==> config.mk <==
export PLATFORM = sky130hd
export DESIGN_NAME = scr1_pipe_ifu_pfq_flat
export DESIGN_NICKNAME = d
export VERILOG_FILES = /design/src/rtl/scr1_pfq_pkg.sv /design/src/rtl/scr1_pipe_ifu_pfq_if.sv /design/src/rtl/scr1_pfq_fifo.sv /design/src/rtl/scr1_pipe_ifu_pfq.sv /design/src/flat_wrapper.sv
export SDC_FILE = /design/constraint.sdc
export NUM_CORES = 1
export LEC_CHECK = 0
export CORE_ASPECT_RATIO = 0.8
export CORE_MARGIN = 10
export CORE_UTILIZATION = 40
export CTS_BUF_LIST = sky130_fd_sc_hd__clkbuf_2 sky130_fd_sc_hd__clkbuf_4 sky130_fd_sc_hd__clkbuf_8
export DETAILED_ROUTE_END_ITERATION = 7
export PLACE_DENSITY_LB_ADDON = 0.05
export SLEW_MARGIN = 20
export SYNTH_ARGS = -nofsm -noshare
export SYNTH_HDL_FRONTEND = slang
export SYNTH_SLANG_ARGS = --single-unit
==> constraint.sdc <==
create_clock -name clk -period 10.92 [get_ports clk]
set_input_delay 1.092 -clock clk [delete_from_list [all_inputs] [get_ports clk]]
set_output_delay 1.092 -clock clk [all_outputs]
set_load 0.03 [all_outputs]
==> src/rtl/scr1_pfq_pkg.sv <==
// Shared types and constants for the IFU prefetch queue.
package scr1_pfq_pkg;

  localparam int SCR1_IMEM_AWIDTH    = 32;
  localparam int SCR1_IMEM_DWIDTH    = 32;
  localparam int SCR1_PFQ_DEPTH      = 4;
  localparam int SCR1_PFQ_MAX_OUTST  = 2;
  localparam int SCR1_PFQ_PTR_W      = $clog2(SCR1_PFQ_DEPTH);
  localparam int SCR1_PFQ_OUTST_W    = $clog2(SCR1_PFQ_MAX_OUTST + 1);
  localparam int SCR1_PFQ_INSTR_STEP = 4;

  typedef enum logic {
    SCR1_MEM_CMD_RD = 1'b0,
    SCR1_MEM_CMD_WR = 1'b1
  } type_scr1_mem_cmd_e;

  typedef enum logic [1:0] {
    SCR1_MEM_RESP_NOTRDY = 2'b00,
    SCR1_MEM_RESP_RDY_OK = 2'b01,
    SCR1_MEM_RESP_RDY_ER = 2'b10
  } type_scr1_mem_resp_e;

  typedef struct packed {
    logic [SCR1_IMEM_DWIDTH-1:0] instr;
    logic                        err;
  } type_scr1_pfq_entry_s;

endpackage

==> src/rtl/scr1_pipe_ifu_pfq_if.sv <==
// IMEM fetch port of the prefetch queue; master = PFQ, slave = memory.
interface scr1_pipe_ifu_pfq_if
  import scr1_pfq_pkg::*;
#(
  parameter int AWIDTH = SCR1_IMEM_AWIDTH,
  parameter int DWIDTH = SCR1_IMEM_DWIDTH
) ();

  logic                pfq2imem_req;
  type_scr1_mem_cmd_e  pfq2imem_cmd;
  logic [AWIDTH-1:0]   pfq2imem_addr;
  logic                imem2pfq_req_ack;
  logic [DWIDTH-1:0]   imem2pfq_rdata;
  type_scr1_mem_resp_e imem2pfq_resp;

  modport master (
    output pfq2imem_req, pfq2imem_cmd, pfq2imem_addr,
    input  imem2pfq_req_ack, imem2pfq_rdata, imem2pfq_resp
  );

  modport slave (
    input  pfq2imem_req, pfq2imem_cmd, pfq2imem_addr,
    output imem2pfq_req_ack, imem2pfq_rdata, imem2pfq_resp
  );

endinterface

==> src/rtl/scr1_pfq_fifo.sv <==
// Generic circular buffer with flush; pointers carry an extra wrap bit for full/empty.
module scr1_pfq_fifo #(
  parameter int DEPTH = 4,
  parameter int WIDTH = 33
) (
  input  logic                       clk,
  input  logic                       rst_n,
  input  logic                       flush_i,
  input  logic                       push_i,
  input  logic [WIDTH-1:0]           wdata_i,
  input  logic                       pop_i,
  output logic [WIDTH-1:0]           rdata_o,
  output logic [$clog2(DEPTH):0]     count_o,
  output logic                       full_o,
  output logic                       empty_o
);

  localparam int PTR_W = $clog2(DEPTH);

  logic [WIDTH-1:0] mem_q [DEPTH];
  logic [WIDTH-1:0] mem_d [DEPTH];
  logic [PTR_W:0]   wr_ptr_q, wr_ptr_d;
  logic [PTR_W:0]   rd_ptr_q, rd_ptr_d;

  assign count_o = wr_ptr_q - rd_ptr_q;
  assign empty_o = (wr_ptr_q == rd_ptr_q);
  assign full_o  = (wr_ptr_q[PTR_W] != rd_ptr_q[PTR_W]) &&
                   (wr_ptr_q[PTR_W-1:0] == rd_ptr_q[PTR_W-1:0]);
  assign rdata_o = mem_q[rd_ptr_q[PTR_W-1:0]];

  always_comb begin
    mem_d    = mem_q;
    wr_ptr_d = wr_ptr_q;
    rd_ptr_d = rd_ptr_q;
    if (flush_i) begin
      wr_ptr_d = '0;
      rd_ptr_d = '0;
    end else begin
      if (push_i) begin
        mem_d[wr_ptr_q[PTR_W-1:0]] = wdata_i;
        wr_ptr_d = wr_ptr_q + (PTR_W+1)'(1);
      end
      if (pop_i && !empty_o) begin
        rd_ptr_d = rd_ptr_q + (PTR_W+1)'(1);
      end
    end
  end

  always_ff @(posedge clk or negedge rst_n) begin
    if (!rst_n) begin
      wr_ptr_q <= '0;
      rd_ptr_q <= '0;
      for (int i = 0; i < DEPTH; i++) begin
        mem_q[i] <= '0;
      end
    end else begin
      wr_ptr_q <= wr_ptr_d;
      rd_ptr_q <= rd_ptr_d;
      for (int i = 0; i < DEPTH; i++) begin
        mem_q[i] <= mem_d[i];
      end
    end
  end

endmodule

==> src/rtl/scr1_pipe_ifu_pfq.sv <==
// Instruction prefetch queue: sequential IMEM reads, credit-limited issue, flush with stale discard.
// Optional SCR1_PFQ_BYPASS_EN forwards a response straight to the IDU when the queue is empty.
module scr1_pipe_ifu_pfq
  import scr1_pfq_pkg::*;
#(
  parameter int DEPTH     = SCR1_PFQ_DEPTH,
  parameter int MAX_OUTST = SCR1_PFQ_MAX_OUTST,
  parameter int AWIDTH    = SCR1_IMEM_AWIDTH,
  parameter int DWIDTH    = SCR1_IMEM_DWIDTH
) (
  input  logic                     clk,
  input  logic                     rst_n,
  input  logic                     exu2pfq_new_pc_req_i,
  input  logic [AWIDTH-1:0]        exu2pfq_new_pc_i,
  input  logic                     pipe2pfq_stop_i,
  scr1_pipe_ifu_pfq_if.master      imem,
  output logic                     pfq2idu_vd_o,
  output logic [DWIDTH-1:0]        pfq2idu_instr_o,
  output logic                     pfq2idu_err_o,
  input  logic                     idu2pfq_rdy_i,
  output logic                     pfq2pipe_empty_o
);

  localparam int PTR_W   = $clog2(DEPTH);
  localparam int OUTST_W = $clog2(MAX_OUTST + 1);
  localparam int CRED_W  = PTR_W + 2;

  logic               fetch_en_q, fetch_en_d;
  logic               err_stop_q, err_stop_d;
  logic [AWIDTH-1:0]  fetch_addr_q, fetch_addr_d;
  logic [OUTST_W-1:0] outst_q, outst_d;
  logic [OUTST_W-1:0] discard_q, discard_d;

  logic               flush;
  logic               req;
  logic               ack_fire;
  logic               resp_vld;
  logic               resp_err;
  logic               resp_drop;
  logic               resp_keep;
  logic               bypass;
  logic [CRED_W-1:0]  credit_used;

  logic               fifo_push;
  logic               fifo_pop;
  logic [DWIDTH:0]    fifo_rdata;
  logic [PTR_W:0]     fifo_count;
  logic               fifo_full;
  logic               fifo_empty;

  logic               unused_pc_lsb;
  assign unused_pc_lsb = ^exu2pfq_new_pc_i[1:0];

  assign flush     = exu2pfq_new_pc_req_i;
  assign resp_vld  = (imem.imem2pfq_resp != SCR1_MEM_RESP_NOTRDY);
  assign resp_err  = (imem.imem2pfq_resp == SCR1_MEM_RESP_RDY_ER);
  assign resp_drop = resp_vld && (discard_q != '0);
  // A response landing in the flush cycle belongs to the old stream.
  assign resp_keep = resp_vld && (discard_q == '0) && !flush;

  assign credit_used = CRED_W'(fifo_count) + CRED_W'(outst_q);

  assign req = fetch_en_q && !pipe2pfq_stop_i && !err_stop_q && !flush &&
               (credit_used < CRED_W'(DEPTH)) &&
               (outst_q < OUTST_W'(MAX_OUTST));
  assign ack_fire = req && imem.imem2pfq_req_ack;

`ifdef SCR1_PFQ_BYPASS_EN
  assign bypass = resp_keep && fifo_empty && idu2pfq_rdy_i;
`else
  assign bypass = 1'b0;
`endif

  assign fifo_push = resp_keep && !bypass;
  assign fifo_pop  = !fifo_empty && idu2pfq_rdy_i;

  assign imem.pfq2imem_req  = req;
  assign imem.pfq2imem_cmd  = SCR1_MEM_CMD_RD;
  assign imem.pfq2imem_addr = fetch_addr_q;

  assign pfq2idu_vd_o     = !fifo_empty || bypass;
  assign pfq2idu_instr_o  = bypass ? imem.imem2pfq_rdata : fifo_rdata[DWIDTH:1];
  assign pfq2idu_err_o    = bypass ? resp_err : fifo_rdata[0];
  assign pfq2pipe_empty_o = fifo_empty && (outst_q == '0) && (discard_q == '0);

  always_comb begin
    fetch_en_d   = fetch_en_q | flush;
    err_stop_d   = err_stop_q;
    fetch_addr_d = fetch_addr_q;
    outst_d      = outst_q + OUTST_W'(ack_fire) - OUTST_W'(resp_vld);
    discard_d    = discard_q - OUTST_W'(resp_drop);
    if (flush) begin
      fetch_addr_d = {exu2pfq_new_pc_i[AWIDTH-1:2], 2'b00};
      err_stop_d   = 1'b0;
      // Every request still in flight after this cycle is stale.
      discard_d    = outst_q - OUTST_W'(resp_vld);
    end else begin
      if (ack_fire) begin
        fetch_addr_d = fetch_addr_q + AWIDTH'(SCR1_PFQ_INSTR_STEP);
      end
      if (resp_keep && resp_err) begin
        err_stop_d = 1'b1;
      end
    end
  end

  always_ff @(posedge clk or negedge rst_n) begin
    if (!rst_n) begin
      fetch_en_q   <= 1'b0;
      err_stop_q   <= 1'b0;
      fetch_addr_q <= '0;
      outst_q      <= '0;
      discard_q    <= '0;
    end else begin
      fetch_en_q   <= fetch_en_d;
      err_stop_q   <= err_stop_d;
      fetch_addr_q <= fetch_addr_d;
      outst_q      <= outst_d;
      discard_q    <= discard_d;
    end
  end

  scr1_pfq_fifo #(
    .DEPTH (DEPTH),
    .WIDTH (DWIDTH + 1)
  ) i_fifo (
    .clk     (clk),
    .rst_n   (rst_n),
    .flush_i (flush),
    .push_i  (fifo_push),
    .wdata_i ({imem.imem2pfq_rdata, resp_err}),
    .pop_i   (fifo_pop),
    .rdata_o (fifo_rdata),
    .count_o (fifo_count),
    .full_o  (fifo_full),
    .empty_o (fifo_empty)
  );

  // Issue credit makes a push into a full queue impossible.
  a_no_overflow : assert property (@(posedge clk) disable iff (!rst_n)
    !(fifo_push && fifo_full && !fifo_pop));

endmodule

==> src/flat_wrapper.sv <==
// flat-port wrapper written by rule: the top's interface ports become plain ports
module scr1_pipe_ifu_pfq_flat import scr1_pfq_pkg::*;
#(
  parameter int DEPTH     = SCR1_PFQ_DEPTH,
  parameter int MAX_OUTST = SCR1_PFQ_MAX_OUTST,
  parameter int AWIDTH    = SCR1_IMEM_AWIDTH,
  parameter int DWIDTH    = SCR1_IMEM_DWIDTH
)
  (clk, rst_n, exu2pfq_new_pc_req_i, exu2pfq_new_pc_i, pipe2pfq_stop_i, pfq2idu_vd_o, pfq2idu_instr_o, pfq2idu_err_o, idu2pfq_rdy_i, pfq2pipe_empty_o, imem_pfq2imem_req, imem_pfq2imem_cmd, imem_pfq2imem_addr, imem_imem2pfq_req_ack, imem_imem2pfq_rdata, imem_imem2pfq_resp);
  scr1_pipe_ifu_pfq_if #(.AWIDTH(AWIDTH), .DWIDTH(DWIDTH)) imem_i ();
  input  logic clk;
  input  logic rst_n;
  input  logic exu2pfq_new_pc_req_i;
  input  logic [AWIDTH-1:0] exu2pfq_new_pc_i;
  input  logic pipe2pfq_stop_i;
  output logic pfq2idu_vd_o;
  output logic [DWIDTH-1:0] pfq2idu_instr_o;
  output logic pfq2idu_err_o;
  input  logic idu2pfq_rdy_i;
  output logic pfq2pipe_empty_o;
  output wire logic [$bits(imem_i.pfq2imem_req)-1:0] imem_pfq2imem_req;
  output wire logic [$bits(imem_i.pfq2imem_cmd)-1:0] imem_pfq2imem_cmd;
  output wire logic [$bits(imem_i.pfq2imem_addr)-1:0] imem_pfq2imem_addr;
  input wire logic [$bits(imem_i.imem2pfq_req_ack)-1:0] imem_imem2pfq_req_ack;
  input wire logic [$bits(imem_i.imem2pfq_rdata)-1:0] imem_imem2pfq_rdata;
  input wire logic [$bits(imem_i.imem2pfq_resp)-1:0] imem_imem2pfq_resp;
  assign imem_pfq2imem_req = imem_i.pfq2imem_req;
  assign imem_pfq2imem_cmd = imem_i.pfq2imem_cmd;
  assign imem_pfq2imem_addr = imem_i.pfq2imem_addr;
  assign imem_i.imem2pfq_req_ack = imem_imem2pfq_req_ack;
  assign imem_i.imem2pfq_rdata = imem_imem2pfq_rdata;
  assign imem_i.imem2pfq_resp = imem_imem2pfq_resp;
  scr1_pipe_ifu_pfq #(.DEPTH(DEPTH), .MAX_OUTST(MAX_OUTST), .AWIDTH(AWIDTH), .DWIDTH(DWIDTH)) u_core (.clk(clk), .rst_n(rst_n), .exu2pfq_new_pc_req_i(exu2pfq_new_pc_req_i), .exu2pfq_new_pc_i(exu2pfq_new_pc_i), .pipe2pfq_stop_i(pipe2pfq_stop_i), .imem(imem_i), .pfq2idu_vd_o(pfq2idu_vd_o), .pfq2idu_instr_o(pfq2idu_instr_o), .pfq2idu_err_o(pfq2idu_err_o), .idu2pfq_rdy_i(idu2pfq_rdy_i), .pfq2pipe_empty_o(pfq2pipe_empty_o));
endmodule
==> run_results.csv, run 1 <==
group,metric,value,unit
hold_path,hold_class,"register to register",
grt,grtUsageTotal,15.4,%
timing,slew_headroom,29.8,%
synthesis,ys_types,47,
cts,cts_hold_buf,0,
synthesis,synth_top_cell_by_area,"dfrtp_1",
final_layout,area_growth,24.1,%
final_layout,nFillCells,1787,
timing,worst_pin_slew,1.05,ns
synthesis,syn_avg_cell_area,13.3,sq um
cts,cts_max_path_buffers,2,
status,status,"finished, final reports clean",
timing,finClkSkew,0.0202,ns
grt,grt_pass1_wl,33200,um
worst_setup_path,reg2reg_depth,9,
synthesis,synth.top_cell.area_share,53.0,%
worst_setup_path,crit_arrival,4.44,ns
cts,postCtsSetupBuffers,0,
cts,clk_pin_slew,0.09,ns
drt,ant_nets,0,
worst_setup_path,required,9.83,ns
synthesis,synth-edff-count,0,
floorplan,start_util,41.1,%
cts,worstSkewPairLatency,0.46,ns
grt,grt_max_degree,94,
timing,grt_setup_unrepaired,"false",
cts,cts_tree,"yes",
job,max_cap_viol_count,0,
floorplan,die_y,148,um
drt,avgRoutedWirePerCell,20.1,um
timing,period_share,50.6,%
grt,antenna_found_initial,0,
synthesis,ys.flop_type,"dfrtp_1",
placed_design,place.gp.congestion,0.831,
drt,drt_iter0_markers,273,
floorplan,rows,46,
pwr,ir_worst_vdd,0.000108,V
synthesis,syn_inst,618,
drt,routed_wl,20500,um
synthesis,synth_common_cells,"dfrtp_1 (174), mux2_2 (132), nand2_1 (37), mux4_2 (33), clkbuf_1 (27)",
worst_setup_path,start_kind,"register",
cts,clock_sinks,174,
synthesis,yosysWarnings,0,
grt,grt_pass1_vias,5985,
pwr,p_per_area,224,mW/mm^2
cts,cts_resized,0,
worst_setup_path,path_max_fanout,36,
timing,finalHoldViolCount,0,
pwr,p_leak,4.31,nW
cts,cts-buffers-inserted,17,
synthesis,yosysSeqAreaShare,53.0,%
grt,grt_overflow_total,0,
hold_path,holdPathStages,1,
final_layout,drive_above_1_share,28.2,%
synthesis,synth_most_common_cell,"dfrtp_1",
drt,drc,0,
worst_setup_path,crit_type,"register to output port",
timing,whs,0.496,ns
floorplan,die_area,0.0267,sq mm
placed_design,io_buffers,135,
drt,dr_total_vias,5471,
cts,htree_levels,4,
timing,finalMaxSlewViolations,0,
timing,fin_setup_tns,0,ns
floorplan,die_x,180,um
final_layout,nets,826,
final_layout,seq_area,0.00436,sq mm
drt,dr.pass1.iters,5,
final_layout,multi_input_area,0.00366,sq mm
drt,viasPerCell,5.38,
timing,setup_viol,0,
worst_setup_path,endpoint_kind,"output port",
timing,fmax,181,MHz
floorplan,io_pins,141,
placed_design,hpwlAfterDp,13600,um
synthesis,ys_async_sr_fraction,100,%
floorplan,core,0.0200,sq mm
final_layout,diodes,0,
synthesis,synth-seq-cells,174,
synthesis,ys_top_cells_by_area,"dfrtp_1 (53%), mux2_2 (18%), mux4_2 (9.0%), ha_1 (1.8%), nand2_1 (1.7%)",
cts,cts_root_buffer,"clkbuf_8",
timing,period_minus_slack,5.53,ns
synthesis,syn_area,0.00822,sq mm
## logic make-up (layout without fill, tap and decap cells)
logic type	count (synthesis)	count (layout)	share of synthesized area [%]
DFF	174	174	53.0
xor gates and xnor gates	14	14	1.66
and+or+nand+nor	134	134	8.31
adders and majority gates	13	13	2.07
muxes	168	168	27.5
other	1	3	0.0456
AOI/OAI and AO/OA	58	58	4.75
buffers and inverters	56	189	2.74
## metrics by stage
stage	area (sq um)	power, W	std cells	setup WS (ns)	utilization, %
after floorplan	8230	0.00150	620	6.90	-
after global placement	9800	0.00182	986	5.87	48.9
after detailed placement	9800	0.00185	986	5.80	48.9
after CTS	10200	0.00232	1017	5.29	50.9
after global routing	10200	0.00243	1017	5.18	51.0
final	10200	0.00229	1017	5.39	51.0
## power by group
part / switching (W) / leakage (nW) / internal (W) / total, W
Combinational: 0.000442 / 1.88 / 0.000455 / 0.000897
Sequential: 0.000109 / 2.23 / 0.000817 / 0.000927
Clock: 0.000240 / 0.196 / 0.000223 / 0.000464
Total: 0.000792 / 4.31 / 0.00150 / 0.00229
## per-layer routing
layer  up-vias  GRT usage (%)  part of all wire (%)
met5         -              0                     0
met4         0           4.42                   1.1
met3        14           4.10                   4.8
met2       123           24.6                    47
met1      2837           20.3                    47
li1       2497              -                     -
## worst paths after layout
check / end / slack, ns / startpoint
worst max register to register: u_core.imem.pfq2imem_addr[3]$_DFFE_PN0P_ / 6.18 / u_core.i_fifo.rd_ptr_q[1]$_DFFE_PN0P_
min in group asynchronous: u_core.i_fifo.mem_q[43]$_DFFE_PN0P_ / 0.72 / rst_n
worst min-delay path: u_core.fetch_en_q$_DFF_PN0_ / 0.50 / u_core.fetch_en_q$_DFF_PN0_
worst min register to register: u_core.fetch_en_q$_DFF_PN0_ / 0.50 / u_core.fetch_en_q$_DFF_PN0_
max in group asynchronous: u_core.i_fifo.mem_q[46]$_DFFE_PN0P_ / 8.97 / rst_n
worst max-delay path: imem_pfq2imem_req / 5.39 / u_core.i_fifo.rd_ptr_q[1]$_DFFE_PN0P_
## layout by cell type, fill, tap and decap left out, types with 3 or more instances in the layout
cell and n:
xor2_1 8, and2_2 4, mux2i_1 3, or4_1 4, conb_1 3, nand2_1 37
a21o_1 3, a31oi_1 4, dfrtp_1 172, mux4_2 33, mux2_2 132, xnor2_1 5
clkinvlp_4 4, o31a_1 4, o21bai_1 3, inv_1 19, o21ai_0 15, or2_2 3
a221o_1 5, or3_1 8, nand4_1 11, nor4_1 5, ha_1 12, clkbuf_8 20
o211ai_1 6, buf_4 3, nand3_1 23, a21oi_1 10, nor2_1 26, clkdlybuf4s50_1 134
## flip-flops by register name, indices dropped and copies added (netlist names)
name	flops
u_core.err_stop_q	1
u_core.imem.pfq2imem_addr	30
u_core.i_fifo.wr_ptr_q	3
u_core.i_fifo.mem_q	132
u_core.i_fifo.rd_ptr_q	3
u_core.fetch_en_q	1
u_core.outst_q	2
u_core.discard_q	2
## critical path, cell delays in order, from the launching register on
cell	delay (ns)
dfrtp_2	1.04
inv_1	0.21
fa_1	0.53
ha_1	0.20
or4_4	0.54
nor4_4	0.66
clkdlybuf4s50_1	0.81
## cell type report
type                            instances  share of cell area, %
Sequential cell                       174                   42.7
Multi-Input combinational cell        390                   35.8
Timing Repair Buffer                  139                   13.6
Inverter                               19                  0.699
Clock inverter                         11                   1.30
Clock buffer                           20                   2.70
Tap cell                              264                   3.24
Power figures use the tool's default switching activity.
==> run 2: changes to the inputs <==
==> constraint.sdc (replaced) <==
create_clock -name clk -period 5.66 [get_ports clk]
set_input_delay 0.566 -clock clk [delete_from_list [all_inputs] [get_ports clk]]
set_output_delay 0.566 -clock clk [all_outputs]
set_load 0.03 [all_outputs]
==> run 2 against run 1 <==
Against the previous run:
- sequential share of layout area about the same
- largest power group unchanged
- design area about the same
- critical endpoint unchanged
- final cell count increased by 0.20%
- non-clock buffer count increased by 2
- sequential cell count unchanged
- global-route usage decreased by 0.13 points
- clock power increased by 86%
==> run_results.csv, run 2 (synthesis results as in run 1) <==
group,metric,value,unit
grt,grt_max_degree,71,
pwr,p_per_area,429,mW/mm^2
hold_path,hold_class,"input port to asynchronous set/reset pin",
timing,fin_setup_tns,0,ns
final_layout,layout_commonest_cell,"dfrtp_1",
timing,finalHoldViolCount,0,
final_layout,instances_no_fill,1019,
timing,slew_headroom,30.6,%
worst_setup_path,crit_arrival,3.83,ns
final_layout,diodes,0,
cts,clock_sinks,174,
pwr,seqPwrFrac,40.5,%
timing,grt_setup_unrepaired,"false",
cts,cts_resized,0,
pwr,sw_frac_of_total,34.6,%
worst_setup_path,path_buf_inv,3,
drt,viasPerCell,5.38,
drt,avgRoutedWirePerCell,19.9,um
drt,drt_iter0_markers,279,
placed_design,dp_cells,988,
cts,cts_max_path_buffers,2,
placed_design,hpwlAfterDp,13600,um
cts,clk_pin_slew,0.09,ns
worst_setup_path,crit_path_max_incr_delay,0.80,ns
floorplan,core,0.0200,sq mm
pwr,p_leak,4.31,nW
timing,finalMaxSlewViolations,0,
status,status,"finished, final reports clean",
final_layout,area_growth,24.1,%
placed_design,place.gp.congestion,0.837,
worst_setup_path,cp_top_family,"simple AND/OR/NAND/NOR gates",
drt,dr.pass1.iters,6,
job,max_cap_viol_count,0,
placed_design,placed_cell_area,0.00981,sq mm
cts,postCtsSetupBuffers,0,
floorplan,die_x,180,um
drt,drc,0,
floorplan,die_area,0.0267,sq mm
worst_setup_path,regToRegSetupSlack,1.50,ns
grt,grtUsageTotal,15.3,%
final_layout,final_area,0.0102,sq mm
timing,worst_pin_slew,1.04,ns
final_layout,top_register,"u_core.i_fifo.mem_q",
cts,cts_tree,"yes",
worst_setup_path,endpoint_kind,"output port",
pwr,p_clk_share,19.7,%
drt,dr_total_vias,5482,
floorplan,io_pins,141,
pwr,power.share.combinational,39.7,%
pwr,ir_worst_vdd,0.000244,V
placed_design,io_buffers,135,
floorplan,die_y,148,um
cts,cts_root_buffer,"clkbuf_8",
worst_setup_path,cp_cell_sequence,"inv_1, ha_1, inv_1, fa_1, ha_1, or4_4, nor4_4, clkdlybuf4s50_1",
worst_setup_path,start_kind,"register",
timing,period_share,77.6,%
drt,ant_nets,0,
final_layout,final_util,50.9,%
cts,htree_levels,4,
floorplan,start_util,41.1,%
worst_setup_path,crit_type,"register to output port",
cts,cts-buffers-inserted,17,
cts,worstSkewPairLatency,0.45,ns
grt,antenna_found_initial,0,
grt,grt_overflow_total,0,
worst_setup_path,path_max_fanout,10,
cts,cts_hold_buf,0,
final_layout,largest_register_ffs,132,
final_layout,most-common-layout-cells,"dfrtp_1 (172), clkdlybuf4s50_1 (134), mux2_2 (132)",
worst_setup_path,required,5.09,ns
timing,fmax,228,MHz
grt,grt_pass1_vias,6034,
final_layout,nFillCells,1723,
floorplan,rows,46,
timing,whs,0.126,ns
timing,setup_viol,0,
final_layout,drive_above_1_share,28.3,%
timing,finClkSkew,0.0159,ns
timing,period_minus_slack,4.39,ns
final_layout,nets,828,
pwr,p_int,0.00287,W
worst_setup_path,cpMaxStageDelayCell,"clkdlybuf4s50_1",
pwr,p_switching,0.00151,W
drt,routed_wl,20300,um
grt,grt_pass1_wl,33200,um
[run 2: stage by stage]
step	total power (W)	setup WS (ns)
finish	0.00438	1.27
global route	0.00463	1.09
CTS	0.00445	1.20
detailed placement	0.00357	1.49
global placement	0.00351	1.59
floorplan	0.00289	1.72
[run 2: power by group through the flow]
stage	clock network [W]	logic [W]	registers, W
floorplan	0	0.00111	0.00179
global placement	0	0.00174	0.00178
detailed placement	0	0.00177	0.00180
CTS	0.000898	0.00178	0.00177
global route	0.000950	0.00186	0.00182
finish	0.000865	0.00174	0.00177
[run 2: worst paths after layout]
path,start,to,cells past startpoint
worst max-delay path,u_core.i_fifo.wr_ptr_q[0]$_DFFE_PN0P_,imem_pfq2imem_req,8
worst min-delay path,rst_n,u_core.i_fifo.mem_q[105]$_DFFE_PN0P_,1
worst max register to register,u_core.i_fifo.wr_ptr_q[0]$_DFFE_PN0P_,u_core.imem.pfq2imem_addr[3]$_DFFE_PN0P_,11
worst min register to register,u_core.fetch_en_q$_DFF_PN0_,u_core.fetch_en_q$_DFF_PN0_,1
max in group asynchronous,rst_n,u_core.i_fifo.rd_ptr_q[0]$_DFFE_PN0P_,2
min in group clk,u_core.fetch_en_q$_DFF_PN0_,u_core.fetch_en_q$_DFF_PN0_,1
[run 2: layer usage]
layer,share of wire [%],vias up,wire [um],GRT usage (%)
li1,-,2509,-,-
met1,47,2840,9620,20.0
met2,47,118,9510,24.8
met3,4.8,15,979,4.17
met4,0.98,0,199,3.77
met5,0,-,0,0
[run 2: final cells by class]
cell class | instances | area (sq um) | share of cell area, %
clock inverters | 12 | 138 | 1.35
inverters | 19 | 71.3 | 0.699
repair buffers | 141 | 1400 | 13.7
multi-input cells | 390 | 3660 | 35.8
flip-flops and latches | 174 | 4360 | 42.7
clock buffers | 19 | 255 | 2.50
well taps | 264 | 330 | 3.24
==> run 3: changes to the inputs <==
==> constraint.sdc (replaced) <==
create_clock -name clk -period 3.75 [get_ports clk]
set_input_delay 0.375 -clock clk [delete_from_list [all_inputs] [get_ports clk]]
set_output_delay 0.375 -clock clk [all_outputs]
set_load 0.03 [all_outputs]
==> run 3 against run 2 <==
Against the previous run:
- the flow now finishes with violations (hold timing)
- combinational power increased by 53%
- sequential share of layout area down 0.52 points
- sequential power is 51% higher
- first-iteration DRC count increased by 22%
- final cell count is 0.79% higher
- sequential cell count stayed put
- worst setup slack got worse by 0.92 ns
- routed wire length up 1.7%
- clock-buffer cell count increased by 2
- via count increased by 0.89%
- critical path type is now register to register
- highest routed layer unchanged
==> run_results.csv, run 3 (synthesis results as in run 1) <==
group,metric,value,unit
drt,avgRoutedWirePerCell,20.1,um
floorplan,die_area,0.0267,sq mm
drt,drt_iter0_markers,340,
worst_setup_path,endpoint_kind,"register",
cts,cts_tree,"yes",
status,violations,"hold timing",
worst_setup_path,cp_top_family,"simple AND/OR/NAND/NOR gates",
cts,cts_hold_buf,0,
worst_setup_path,path_buf_inv,3,
final_layout,diodes,0,
drt,routed_wl,20700,um
cts,worstSkewPairLatency,0.46,ns
placed_design,hpwlAfterDp,14200,um
timing,slew_headroom,42.3,%
worst_setup_path,start_kind,"register",
drt,ant_nets,0,
pwr,power.total,0.00663,W
cts,cts-buffers-inserted,17,
cts,htree_levels,4,
cts,clock_sinks,174,
grt,antenna_found_initial,0,
timing,finalHoldViolCount,1,
final_layout,area_growth,25.6,%
timing,fmax,294,MHz
floorplan,start_util,41.1,%
final_layout,layout_commonest_cell,"dfrtp_1",
worst_setup_path,reg2reg_depth,11,
floorplan,die_x,180,um
cts,cts_resized,0,
drt,drc,0,
timing,grt_setup_unrepaired,"false",
grt,grt_pass1_wl,33900,um
status,status,"complete, but fails checks",
hold_path,hold_class,"input port to asynchronous set/reset pin",
worst_setup_path,crit_arrival,3.71,ns
pwr,power.share.combinational,40.1,%
grt,grt_pass1_vias,6101,
final_layout,nets,835,
pwr,sw_frac_of_total,34.8,%
final_layout,final_util,51.6,%
floorplan,io_pins,141,
timing,finalMaxSlewViolations,0,
placed_design,place.gp.congestion,0.818,
worst_setup_path,cpMaxStageDelayCell,"or4_4",
placed_design,dp_cells,995,
pwr,p_switching,0.00230,W
pwr,ir_worst_vdd,0.000375,V
timing,worst_pin_slew,0.865,ns
final_layout,drive_above_1_share,29.4,%
worst_setup_path,crit_path_max_incr_delay,0.54,ns
grt,grt_overflow_total,0,
timing,period_share,90.8,%
worst_setup_path,required,4.05,ns
worst_setup_path,path_max_fanout,13,
pwr,p_int,0.00432,W
cts,cts_root_buffer,"clkbuf_8",
pwr,p_leak,4.37,nW
drt,dr_total_vias,5531,
grt,grtUsageTotal,15.7,%
cts,clk_pin_slew,0.10,ns
pwr,p_per_area,642,mW/mm^2
final_layout,instances_no_fill,1027,
floorplan,rows,46,
pwr,p_clk_share,19.4,%
placed_design,io_buffers,135,
worst_setup_path,cp_cell_sequence,"inv_1, ha_1, inv_1, fa_1, ha_1, or4_4, nor4_4, nand2_1, inv_1, mux2i_1, o21ai_0",
pwr,seqPwrFrac,40.5,%
worst_setup_path,crit_cells,11,
timing,setup_viol,0,
drt,viasPerCell,5.39,
final_layout,most-common-layout-cells,"dfrtp_1 (172), clkdlybuf4s50_1 (133), mux2_2 (132)",
timing,whs,-0.00335,ns
cts,cts_max_path_buffers,2,
timing,period_minus_slack,3.41,ns
final_layout,top_register,"u_core.i_fifo.mem_q",
drt,dr.pass1.iters,4,
worst_setup_path,crit_type,"register to register",
cts,postCtsSetupBuffers,0,
timing,fin_setup_tns,0,ns
final_layout,largest_register_ffs,132,
timing,finClkSkew,0.0236,ns
job,max_cap_viol_count,0,
grt,grt_max_degree,90,
worst_setup_path,cpMostUsedCell,"inv_1",
floorplan,core,0.0200,sq mm
floorplan,die_y,148,um
[run 3: cell types whose count changed in the layout (fill, tap and decap cells not counted), sizes merged]
cell           delta
buf               +8
clkbuf            +2
clkinv            +2
clkinvlp          -2
bufinv            -1
clkdlybuf4s50     -1
[run 3: layer usage]
metal / wire length, um / part of all wire [%] / global-route usage, %
met1: 9040 / 44 / 19.5
met2: 10200 / 49 / 26.4
met3: 1190 / 5.7 / 4.56
met4: 201 / 0.97 / 3.85
met5: 0 / 0 / 0
[run 3: metrics by stage]
step	setup slack (ns)	area, sq um
global placement	0.447	9940
detailed placement	0.387	9940
floorplan	0.0738	8230
global route	0.0990	10300
CTS	0.360	10300
finish	0.345	10300
[run 3: cell type report]
cell class | instances | area (sq um)
inverter | 19 | 71.3
timing repair buffer | 148 | 1520
sequential | 174 | 4360
fill | 1753 | 9700
clock buffer | 21 | 283
clock inverter | 11 | 106
multi-input combinational | 390 | 3660
tap | 264 | 330
[run 3: final timing paths]
path                                                        from                                        to  slack (ns)
setup / recovery           u_core.i_fifo.wr_ptr_q[0]$_DFFE_PN0P_  u_core.imem.pfq2imem_addr[3]$_DFFE_PN0P_        0.34
setup reg to reg           u_core.i_fifo.wr_ptr_q[0]$_DFFE_PN0P_  u_core.imem.pfq2imem_addr[3]$_DFFE_PN0P_        0.34
min in group clk                             exu2pfq_new_pc_i[9]  u_core.imem.pfq2imem_addr[9]$_DFFE_PN0P_        0.48
hold / removal                                             rst_n       u_core.i_fifo.mem_q[42]$_DFFE_PN0P_      -0.003
max in group asynchronous                                  rst_n       u_core.i_fifo.mem_q[25]$_DFFE_PN0P_        2.77
hold reg to reg                      u_core.fetch_en_q$_DFF_PN0_               u_core.fetch_en_q$_DFF_PN0_        0.48
[run 3: power by group through the flow]
stage          sequential, W  clock (W)  combinational (W)
5_1_grt              0.00275    0.00141            0.00287
4_1_cts              0.00269    0.00133            0.00272
3_5_place_dp         0.00273          0            0.00271
2_1_floorplan        0.00270          0            0.00167
3_3_place_gp         0.00268          0            0.00266
6_report             0.00268    0.00128            0.00266
